===== src/rtl/tnn_pkg.sv =====
// Shared TNN feature-interface defaults, lane/vector types and the lane offset helper.
package tnn_pkg;

  localparam int TNN_FEAT_W = 3;
  localparam int TNN_N_FEAT = 6;

  typedef logic [TNN_FEAT_W-1:0]            feat_t;
  typedef logic [TNN_N_FEAT*TNN_FEAT_W-1:0] fvec_t;

  // Bit offset of lane i in a packed vector; lane 0 sits in the LSBs.
  function automatic int lane_off(input int i, input int w = TNN_FEAT_W);
    return i * w;
  endfunction

endpackage


===== src/rtl/tnn_feat_quant.sv =====
// Narrows one IN_W-bit feature to FEAT_W bits; combinational, no backpressure.
// TNN_PACK_SAT_EN selects saturation to the lane maximum, otherwise upper bits are dropped.
module tnn_feat_quant #(
  parameter int IN_W   = 3,
  parameter int FEAT_W = 3
) (
  input  logic [IN_W-1:0]   din,
  output logic [FEAT_W-1:0] dout
);

  generate
    if (IN_W == FEAT_W) begin : g_pass
      assign dout = din;
    end else begin : g_narrow
`ifdef TNN_PACK_SAT_EN
      localparam logic [IN_W-1:0] MAX_V = IN_W'((1 << FEAT_W) - 1);
      assign dout = (din > MAX_V) ? {FEAT_W{1'b1}} : din[FEAT_W-1:0];
`else
      logic unused_hi;
      assign unused_hi = ^din[IN_W-1:FEAT_W];
      assign dout      = din[FEAT_W-1:0];
`endif
    end
  endgenerate

endmodule


===== src/rtl/tnn_feature_packer.sv =====
// Packs a serial feature stream into N_FEAT-lane vectors; m_valid rises the cycle after the completing beat.
// Two ping-pong slots: s_ready drops only while both slots wait on m_ready (quantiser mode: TNN_PACK_SAT_EN).
module tnn_feature_packer
  import tnn_pkg::*;
#(
  parameter int FEAT_W = TNN_FEAT_W,
  parameter int N_FEAT = TNN_N_FEAT,
  parameter int IN_W   = TNN_FEAT_W
) (
  input  logic                     clk,
  input  logic                     rst_n,
  input  logic                     s_valid,
  output logic                     s_ready,
  input  logic [IN_W-1:0]          s_data,
  input  logic                     s_last,
  output logic                     m_valid,
  input  logic                     m_ready,
  output logic [N_FEAT*FEAT_W-1:0] m_vec,
  output logic                     pack_err
);

  localparam int VEC_W = N_FEAT * FEAT_W;
  localparam int IDX_W = (N_FEAT > 1) ? $clog2(N_FEAT) : 1;
  localparam logic [IDX_W-1:0] LAST_IDX = IDX_W'(N_FEAT - 1);

  logic [VEC_W-1:0]  slot [2];
  logic [1:0]        full;
  logic              wp;
  logic              rp;
  logic [IDX_W-1:0]  idx;

  logic [FEAT_W-1:0] q;
  logic [VEC_W-1:0]  wvec;
  logic              accept;
  logic              at_last;
  logic              done;
  logic              drain;

  tnn_feat_quant #(
    .IN_W   (IN_W),
    .FEAT_W (FEAT_W)
  ) u_quant (
    .din  (s_data),
    .dout (q)
  );

  assign s_ready = !full[wp];
  assign accept  = s_valid & s_ready;
  assign at_last = (idx == LAST_IDX);
  assign done    = accept & (s_last | at_last);
  assign m_valid = full[rp];
  assign m_vec   = slot[rp];
  assign drain   = m_valid & m_ready;

  // The first beat of a vector clears stale lanes so short vectors come out zero-padded.
  always_comb begin
    wvec = (idx == '0) ? '0 : slot[wp];
    for (int k = 0; k < N_FEAT; k++) begin
      if (idx == IDX_W'(k)) begin
        wvec[lane_off(k, FEAT_W) +: FEAT_W] = q;
      end
    end
  end

  always_ff @(posedge clk or negedge rst_n) begin
    if (!rst_n) begin
      slot[0]  <= '0;
      slot[1]  <= '0;
      full     <= '0;
      wp       <= 1'b0;
      rp       <= 1'b0;
      idx      <= '0;
      pack_err <= 1'b0;
    end else begin
      pack_err <= 1'b0;
      if (accept) begin
        slot[wp] <= wvec;
        if (done) begin
          full[wp] <= 1'b1;
          wp       <= ~wp;
          idx      <= '0;
          // Framing is clean only when s_last lands exactly on the final lane.
          pack_err <= (s_last != at_last);
        end else begin
          idx <= idx + IDX_W'(1);
        end
      end
      // A completing write targets an empty slot and a drain a full one, so they never collide.
      if (drain) begin
        full[rp] <= 1'b0;
        rp       <= ~rp;
      end
    end
  end

endmodule


===== config.mk =====
export PLATFORM = sky130hd
export DESIGN_NAME = tnn_feature_packer
export DESIGN_NICKNAME = d
export VERILOG_FILES = /design/src/rtl/tnn_pkg.sv /design/src/rtl/tnn_feat_quant.sv /design/src/rtl/tnn_feature_packer.sv
export SDC_FILE = /design/constraint.sdc
export NUM_CORES = 1
export LEC_CHECK = 0
export ABC_AREA = 1
export ABC_CLOCK_PERIOD_IN_PS = 1700
export BUFFER_PORTS_ARGS = -buffer_cell sky130_fd_sc_hd__buf_2
export CAP_MARGIN = 20
export CORE_ASPECT_RATIO = 2
export CORE_MARGIN = 2
export CORE_UTILIZATION = 35
export CTS_CLUSTER_SIZE = 40
export DETAILED_ROUTE_END_ITERATION = 16
export PLACE_DENSITY = 0.59
export SKIP_LAST_GASP = 1
export SYNTH_ARGS = -nofsm -noshare
export SYNTH_HDL_FRONTEND = slang
export SYNTH_SLANG_ARGS = --single-unit

===== constraint.sdc =====
create_clock -name clk -period 1.7 [get_ports clk]
set_input_delay 0.17 -clock clk [delete_from_list [all_inputs] [get_ports clk]]
set_output_delay 0.17 -clock clk [all_outputs]
set_load 0.02 [all_outputs]

# Yosys cells after proc, flatten, opt, wreduce, memory -nomap -nowiden
# Cells that the tools add are included.
[op_classes]
n_mux = 30
mul = 0
bitwise_logic = 11
div_mod_pow = 0
n_shift = 0
n_eq_ne = 6
n_reduce_logical = 6
addsub = 1
magnitude_cmp = 7
[ops]
columns = ["cell", "n"]
rows = [
  ["two-way mux 18 bit", 8],
  ["bitwise mux 36 bit", 1],
  ["two-way mux 3 bit", 7],
  ["demux 18 bit (select 1 bit)", 1],
  ["two-way mux 1 bit", 8],
  ["== test 3 x 2 -> 1 bit, second input constant", 2],
  ["== test 3 bit, second input constant", 2],
  ["two-way mux 2 bit", 3],
  [">= comparator 2 bit, second input constant", 2],
  ["< comparator 1 x 2 -> 1 bit, second input constant", 2],
  ["inverter 1 -> 2 bit", 2],
  ["adder 3 x 1 -> 3 bit, second input constant", 1],
  ["AND 1 bit", 3],
  ["== test 3 x 1 -> 1 bit, second input constant", 1],
  ["logical AND 1 bit", 3],
  ["logical NOT 3 bit", 1],
  ["AND 2 bit", 1],
  ["demux 1 bit (select 1 bit)", 2],
  [">= comparator 1 bit, second input constant", 2],
  ["< comparator 2 x 1 -> 1 bit, second input constant", 1],
  ["inverter 1 bit", 2],
  ["inverter 2 bit", 1],
  ["OR 2 bit", 1],
  ["AND reduction 2 bit", 1],
  ["other kinds (3)", 3],
]
[totals]
elab_cells = 68
in_bits = 8
mem_count = 0
reg_bits = 44
latchBits = 0
romBits = 0
ramBits = 0

# Depth between registers and ports, before layout
# Gate-level depths: netlist (run 1).
[logic_depth]
word_depth = 9
mapped_depth = 9

# Hierarchy
# Synthesis (run 1) repeated with hierarchy kept, for this count alone.
[unflattened]
cells_unflattened = 370
hier_area_um2 = 2583.7
[modules_own_cells]
columns = ["module", "cells_per_inst", "area_each_um2", "instances", "seq_area_each_um2"]
rows = [
  ["tnn_feature_packer", 367, 2561.2, 1, 1101.1],
  ["tnn_feat_quant", 3, 22.5, 1, 0.0],
]

# Least setup slack after synthesis (run 1)
# No wires, ideal clock.
[synth_path]
path_kind = "flip-flop to output port"
from = "register rp"
to = "output m_vec[14]"
path_slack_ps = 347
arrival_ps = 1183
path_stages_with_launch = 4
cell_sequence = "dfrtp_1 -> buf_2 -> clkbuf_1 -> o21ai_0"
[synth_via]
elab_chain_cells = 4
[synth_lines]
columns = ["element", "line", "source"]
rows = [
  ["start, declared", "tnn_feature_packer.sv:29", "logic rp;"],
  ["start signal, assigned", "tnn_feature_packer.sv:91", "rp <= ~rp;"],
  ["inverter 1 -> 2 bit (not written as such)", "tnn_feature_packer.sv:52", "assign m_vec = slot[rp];"],
  ["two-way mux 18 bit (not written as such) (3 in series)", "tnn_feature_packer.sv:52", ""],
  ["end, declared", "tnn_feature_packer.sv:18", "output logic [N_FEAT*FEAT_W-1:0] m_vec,"],
]
# Every way passes these cells. The select of a mux whose other input is x is not followed.

# Worst setup path after layout (run 1)
[layout_path]
from = "register rp"
to = "output m_vec[11]"
# Same word-level chain as after synthesis.

==> results of run 1 <==
## cell families after synthesis
family	after synthesis	synth area share, %
adder cells (fa/ha/maj)	6	2.99
AO/OA/AOI/OAI	47	9.38
flip-flops	44	43.9
AND/OR/NAND/NOR	218	34.3
XOR/XNOR	1	0.349
buffers and inverters	52	9.08
## what timing repair did
action | 4_1_cts | 5_1_grt
resized for setup | 0 | 2
setup endpoints to repair | 0 | 14
endpoints found under the hold margin | 20 | 0
buffers inserted | 0 | 0
hold buffers | 1 | 0
## power breakdown
part | internal, mW | switching, mW
sequential | 1.49 | 0.324
combinational | 0.998 | 1.98
clock | 0.579 | 0.395
## per-layer routing
layer	track usage [%]	share of wire, %	up-vias	wire [µm]
met5	0	0	-	0
met4	10.5	4.0	0	249
met3	3.16	2.7	13	169
met2	33.0	54	42	3380
met1	17.9	39	1050	2470
li1	-	-	1185	-
## worst paths after layout
check	from	end	slack, ns	cells after the start
worst max-delay path	rp$_DFFE_PN0P_	m_vec[11]	0.18	3
worst min-delay path	m_ready	full[0]$_DFF_PN0_	0.21	4
worst max register to register	idx[2]$_DFFE_PN0N_	slot[10]$_DFFE_PN0P_	0.23	7
worst min register to register	slot[28]$_DFFE_PN0P_	slot[28]$_DFFE_PN0P_	0.48	2
max in group asynchronous	rst_n	slot[26]$_DFFE_PN0P_	0.81	3
min in group asynchronous	rst_n	slot[32]$_DFFE_PN0P_	0.38	2
## area by class of cell
class | count | area, µm² | share of cell area (%)
inverter | 38 | 143 | 4.86
timing repair buffer | 40 | 245 | 8.36
sequential | 44 | 1100 | 37.5
multi-input combinational | 272 | 1180 | 40.3
clock inverter | 2 | 10.0 | 0.341
tap | 90 | 113 | 3.84
clock buffer | 6 | 139 | 4.73
## cell usage after synthesis (all sizes together)
cell / number / area share [%]
nand3: 7 / 1.6
a21oi: 3 / 0.60
xor2: 1 / 0.35
dfrtp: 44 / 44
o21ai: 44 / 8.8
nor2: 18 / 3.0
clkbuf: 4 / 0.60
ha: 6 / 3.0
inv: 38 / 5.7
nand2: 189 / 28
nand3b: 4 / 1.2
buf: 10 / 2.8
## sequential cells by signal, indices dropped and copies added, names as in the netlist
name,flops
full,2
idx,3
wp,1
slot,36
pack_err,1
rp,1
## critical path, stage by stage, from the launching register on
cell and delay, ns:
dfrtp_1 0.37, buf_4 0.19, o21ai_0 0.27, buf_2 0.22
## stage by stage
| step | power [mW] | utilization (%) | setup slack, ns | hold slack (ns) | std cells |
|---|---|---|---|---|---|
| 2_1_floorplan | 3.93 | - | 0.347 | -0.126 | 368 |
| 4_1_cts | 5.83 | 42.2 | 0.100 | 0.213 | 492 |
| 6_report | 5.77 | 42.3 | 0.176 | 0.206 | 492 |
| 3_3_place_gp | 4.80 | 39.9 | 0.154 | 0.167 | 483 |
| 5_1_grt | 6.33 | 42.3 | 0.0247 | 0.234 | 492 |
| 3_5_place_dp | 4.83 | 39.9 | 0.116 | 0.177 | 483 |
==> metrics.csv, run 1 <==
stage,metric,value,unit
yosys,syn_inst,368,
timing,finalHoldViolCount,0,
timing,max_freq,656,MHz
clock_tree,clkLatencyLatePin,0.29,ns
clock_tree,cts_tree,done,
finish,n_antenna_cell,0,
setup_path,worstPathRequired,1.53,ns
finish,nFillCells,729,
outcome,outcome,"complete, no violations",
timing,min_period,1.52,ns
grt,grt_max_degree,25,
drt,post_drt_wl_per_cell,12.7,µm
clock_tree,cts_max_path_buffers,2,
yosys,yosysUniqueCellTypes,19,
finish,final_common_cell,nand2_1,
yosys,postSynthNetCount,382,
drt,drt_iter0_drc,111,
grt,grt_pass1_wl,10.6,mm
clock_tree,cts_made_buffers,5,
job,drv_cap,0,
floorplanning,design.core.area,6940,µm²
finish,area_growth,17.0,%
placed_design,dp_hpwl,4.71,mm
setup_path,criticalPathCategory,flop to output pin,
timing,setup-violations-final,0,
floorplanning,rows,43,
timing,post-route-period-util,89.6,%
drt,drc_errors,0,
timing,report.final.slew_viol_count,0,
drt,wl,6.27,mm
drt,avgViaCountPerCell,4.65,
timing,max_slew_margin,65.5,%
yosys,seq_area_frac_synth,43.9,%
clock_tree,path_clk_slew,0.06,ns
yosys,syn_area_per_cell,6.81,µm²
placed_design,gp_congestion,0.873,
min_path,hp-class,input port to flop,
floorplanning,dieWidth,63.9,µm
drt,drtPass1Iterations,4,
timing,setup_tns,0,ns
timing,rsz0062_at_grt,false,
placed_design,portBuffers,28,
finish,drive_above_1_share,13.9,%
setup_path,cp-end-kind,output pin,
yosys,ys_ff_latch,44,
floorplanning,initial_utilization,36.1,%
setup_path,arrival,1.35,ns
finish,nets,415,
yosys,ys_warn_count,0,
setup_path,critPathMaxFanout,20,
grt,grt_pass1_vias,2290,
finish,stdcell_area,2930,µm²
floorplanning,die_y,124,µm
timing,skew,0.00494,ns
clock_tree,htreeDepth,2,
power_and_ir_drop,ir_drop,0.860,mV
floorplanning,io_pins,29,
grt,antenna_found_initial,0,
placed_design,place_area,2770,µm²
drt,vias,2290,
setup_path,crit_path_start_kind,flop,
power_and_ir_drop,power_leakage,1.62,nW
grt,grt.total_usage,17.7,%
grt,grt_overflow_total,0,
clock_tree,cts.sinks,44,
yosys,syn_area,2510,µm²
finish,final_cell_mix,"nand2_1 (187), dfrtp_1 (44), o21ai_0 (42)",
timing,worstMarginPinSlew,0.518,ns
clock_tree,root_buffer,clkbuf_16,
power_and_ir_drop,power.density,1970,nW/µm²
floorplanning,dieArea,7900,µm²
drt,ant_nets,0,
(Power assumes the default switching activity.)
==> inputs of run 2 (changes only) <==
--- a/config.mk
+++ b/config.mk
@@ -18,4 +18,5 @@
 export SKIP_LAST_GASP = 1
 export SYNTH_ARGS = -nofsm -noshare
 export SYNTH_HDL_FRONTEND = slang
+export SYNTH_HIERARCHICAL = 1
 export SYNTH_SLANG_ARGS = --single-unit
==> metrics.csv, run 2 <==
stage,metric,value,unit,change
yosys,synthArstFlopShare,100,%,unchanged
grt,grt_overflow_total,0,,unchanged
placed_design,dp_hpwl,4.66,mm,-1.2%
finish,nFillCells,760,,+4.3%
yosys,seq_area_frac_synth,42.6,%,-1.3 points
placed_design,gp_congestion,0.804,,-7.9%
yosys,syn_inst,370,,+0.54%
yosys,synthFlopType,dfrtp_1,,
drt,ant_nets,0,,unchanged
yosys,synthAdderAreaFrac,2.91,%,-0.088 points
drt,wl_met2,3.48,mm,+3.0%
yosys,synthTopCellsByArea,"dfrtp_1 (43%), nand2_1 (27%), o21ai_0 (8.3%)",,
timing,max_freq,628,MHz,-4.3%
yosys,yosysUniqueCellTypes,23,,+4
finish,drive_above_1_share,15.3,%,+1.3 points
grt,grt_max_degree,35,,+40%
drt,post_drt_wl_per_cell,13.1,µm,+2.9%
floorplanning,io_pins,29,,unchanged
setup_path,ff2ff_setup_slack,0.16,ns,-0.07 ns
yosys,synth_edf_count,0,,unchanged
clock_tree,htreeDepth,2,,unchanged
yosys,synth_top_area_share,42.6,%,-1.3 points
clock_tree,cts_tree,done,,
finish,final_common_cell,nand2_1,,
yosys,synth_common_cells,"nand2_1 (183), dfrtp_1 (44), o21ai_0 (43)",,
yosys,synth_top_family_by_area,simple AND/OR/NAND/NOR gates,,
min_path,hp-class,input port to flop,,
clock_tree,cts_made_buffers,5,,unchanged
finish,top_register,slot,,
timing,post-route-period-util,93.7,%,+4.0 points
clock_tree,path_clk_slew,0.06,ns,about the same
power_and_ir_drop,finalPower,6.04,mW,+4.6%
drt,met3_length,209,µm,+24%
finish,area_growth,15.7,%,
timing,setup-violations-final,0,,unchanged
timing,finalHoldViolCount,0,,unchanged
grt,antenna_found_initial,0,,unchanged
finish,n_antenna_cell,0,,unchanged
yosys,synth.area.mux_share,0,%,unchanged
clock_tree,clkLatencyLatePin,0.29,ns,about the same
finish,nets,413,,-0.48%
grt,grt_pass1_wl,11.1,mm,+4.8%
drt,wl,6.45,mm,+2.9%
timing,skew,0.00583,ns,+0.000885 ns
yosys,synth_compound_area_share,9.49,%,+0.11 points
timing,rsz0062_at_grt,false,,
setup_path,worstPathRequired,1.53,ns,about the same
floorplanning,initial_utilization,35.8,%,-0.30 points
finish,largest_reg_flops,36,,unchanged
floorplanning,design.core.area,7210,µm²,+3.9%
outcome,outcome,"complete, no violations",,
finish,postLayoutCoreUtil,41.4,%,-0.83 points
floorplanning,rows,44,,+2.3%
yosys,syn_area_per_cell,6.98,µm²,+2.5%
yosys,yosysMostFrequentCell,nand2_1,,
power_and_ir_drop,ir_drop,0.817,mV,-5.0%
floorplanning,die_y,126,µm,+1.5%
drt,wl_met1,2.59,mm,+4.8%
drt,drt_iter0_drc,99,,-11%
finish,final_cell_mix,"nand2_1 (183), dfrtp_1 (44), o21ai_0 (42)",,
grt,grt.total_usage,17.7,%,+0.026 points
grt,grt_pass1_vias,2327,,+1.6%
floorplanning,dieWidth,64.8,µm,+1.4%
timing,max_slew_margin,54.8,%,-11 points
drt,avgViaCountPerCell,4.71,,+1.2%
timing,setup_tns,0,ns,unchanged
clock_tree,cts.sinks,44,,unchanged
drt,dr.max_layer_used,met4,,
power_and_ir_drop,power.density,2020,nW/µm²,+2.6%
timing,min_period,1.59,ns,+0.0686 ns
setup_path,crit_path_start_kind,flop,,
drt,vias,2317,,+1.2%
drt,drtPass1Iterations,4,,unchanged
yosys,ys_ff_latch,44,,unchanged
yosys,ys_warn_count,6,,+6
setup_path,arrival,1.42,ns,+0.07 ns
yosys,postSynthNetCount,384,,+0.52%
yosys,synthXorXnorAreaFrac,0.339,%,-0.010 points
drt,drc_errors,0,,unchanged
job,drv_cap,0,,unchanged
setup_path,cp-end-kind,output pin,,
clock_tree,root_buffer,clkbuf_16,,
setup_path,critPathMaxFanout,34,,+70%
placed_design,portBuffers,28,,unchanged
power_and_ir_drop,power_leakage,1.62,nW,+0.22%
yosys,yosys.area_share.simple,33.4,%,-0.92 points
yosys,netlist.top_cell.by_area,dfrtp_1,,
yosys,syn_area,2580,µm²,+3.0%
clock_tree,cts_max_path_buffers,2,,unchanged
finish,largest_registers,"slot x36, idx x3, full x2",,
floorplanning,dieArea,8130,µm²,+2.9%
setup_path,criticalPathCategory,flop to output pin,,
timing,worstMarginPinSlew,0.679,ns,+0.161 ns
timing,report.final.slew_viol_count,0,,unchanged
==> run 2: changes by cell type after synthesis, moves of 3 or more <==
cell,change
nand3_1,+4
buf_6,+5
nand2_1,-4
clkbuf_1,-3
==> run 2: cell families after synthesis <==
group,after synthesis
AND/OR/NAND/NOR,216
buffers and inverters,56
AO/OA/AOI/OAI,47
adder cells (fa/ha/maj),6
flip-flops,44
XOR/XNOR,1
==> run 2: per-layer routing <==
layer / track usage, % / vias up
li1: - / 1185
met2: 32.7 / 42
met5: 0 / -
met4: 7.13 / 0
met3: 3.06 / 9
met1: 19.3 / 1081
==> run 2: area by class of cell <==
type / count / area [µm²] / share of cell area (%)
clock inverter: 1 / 30.0 / 1.00
clock buffer: 7 / 153 / 5.11
timing repair buffer: 39 / 238 / 7.95
multi-input combinational: 270 / 1200 / 40.1
sequential: 44 / 1100 / 36.8
tap: 92 / 115 / 3.85
inverter: 39 / 154 / 5.15
==> run 2: worst paths after layout <==
| kind | start | to | depth (start not counted) |
|---|---|---|---|
| worst max register to register | idx[1]$_DFFE_PN0N_ | idx[0]$_DFFE_PN0N_ | 8 |
| worst min register to register | slot[27]$_DFFE_PN0P_ | slot[27]$_DFFE_PN0P_ | 2 |
| worst max-delay path | rp$_DFFE_PN0P_ | m_vec[1] | 3 |
| max in group asynchronous | rst_n | slot[8]$_DFFE_PN0P_ | 3 |
| worst min-delay path | m_ready | full[0]$_DFF_PN0_ | 4 |
| min in group asynchronous | rst_n | slot[13]$_DFFE_PN0P_ | 2 |
==> run 2: timing repair <==
item,CTS,global route
endpoints found under the setup margin,0,14
hold buffers,1,0
buffers inserted,0,0
resized for setup,0,4
endpoints found under the hold margin,27,0
==> run 2: power breakdown <==
group	internal, mW	leakage [nW]	switching (mW)
combinational	1.01	0.960	1.98
sequential	1.49	0.571	0.366
clock	0.774	0.0901	0.420
total	3.27	1.62	2.76
==> run 2: stage by stage <==
stage | cells | setup WS (ns) | instance area [µm²] | hold slack, ns
global placement | 483 | 0.130 | 2790 | 0.254
global route | 492 | 0.0193 | 2990 | 0.246
detailed placement | 483 | 0.115 | 2790 | 0.252
CTS | 492 | 0.0544 | 2980 | 0.203
finish | 492 | 0.108 | 2990 | 0.206
floorplan | 370 | 0.355 | 2580 | -0.126
==> run 2: worst max-delay path: stages (launching register included) <==
cell     delay, ns
dfrtp_1       0.45
buf_12        0.20
o21ai_0       0.24
buf_2         0.21
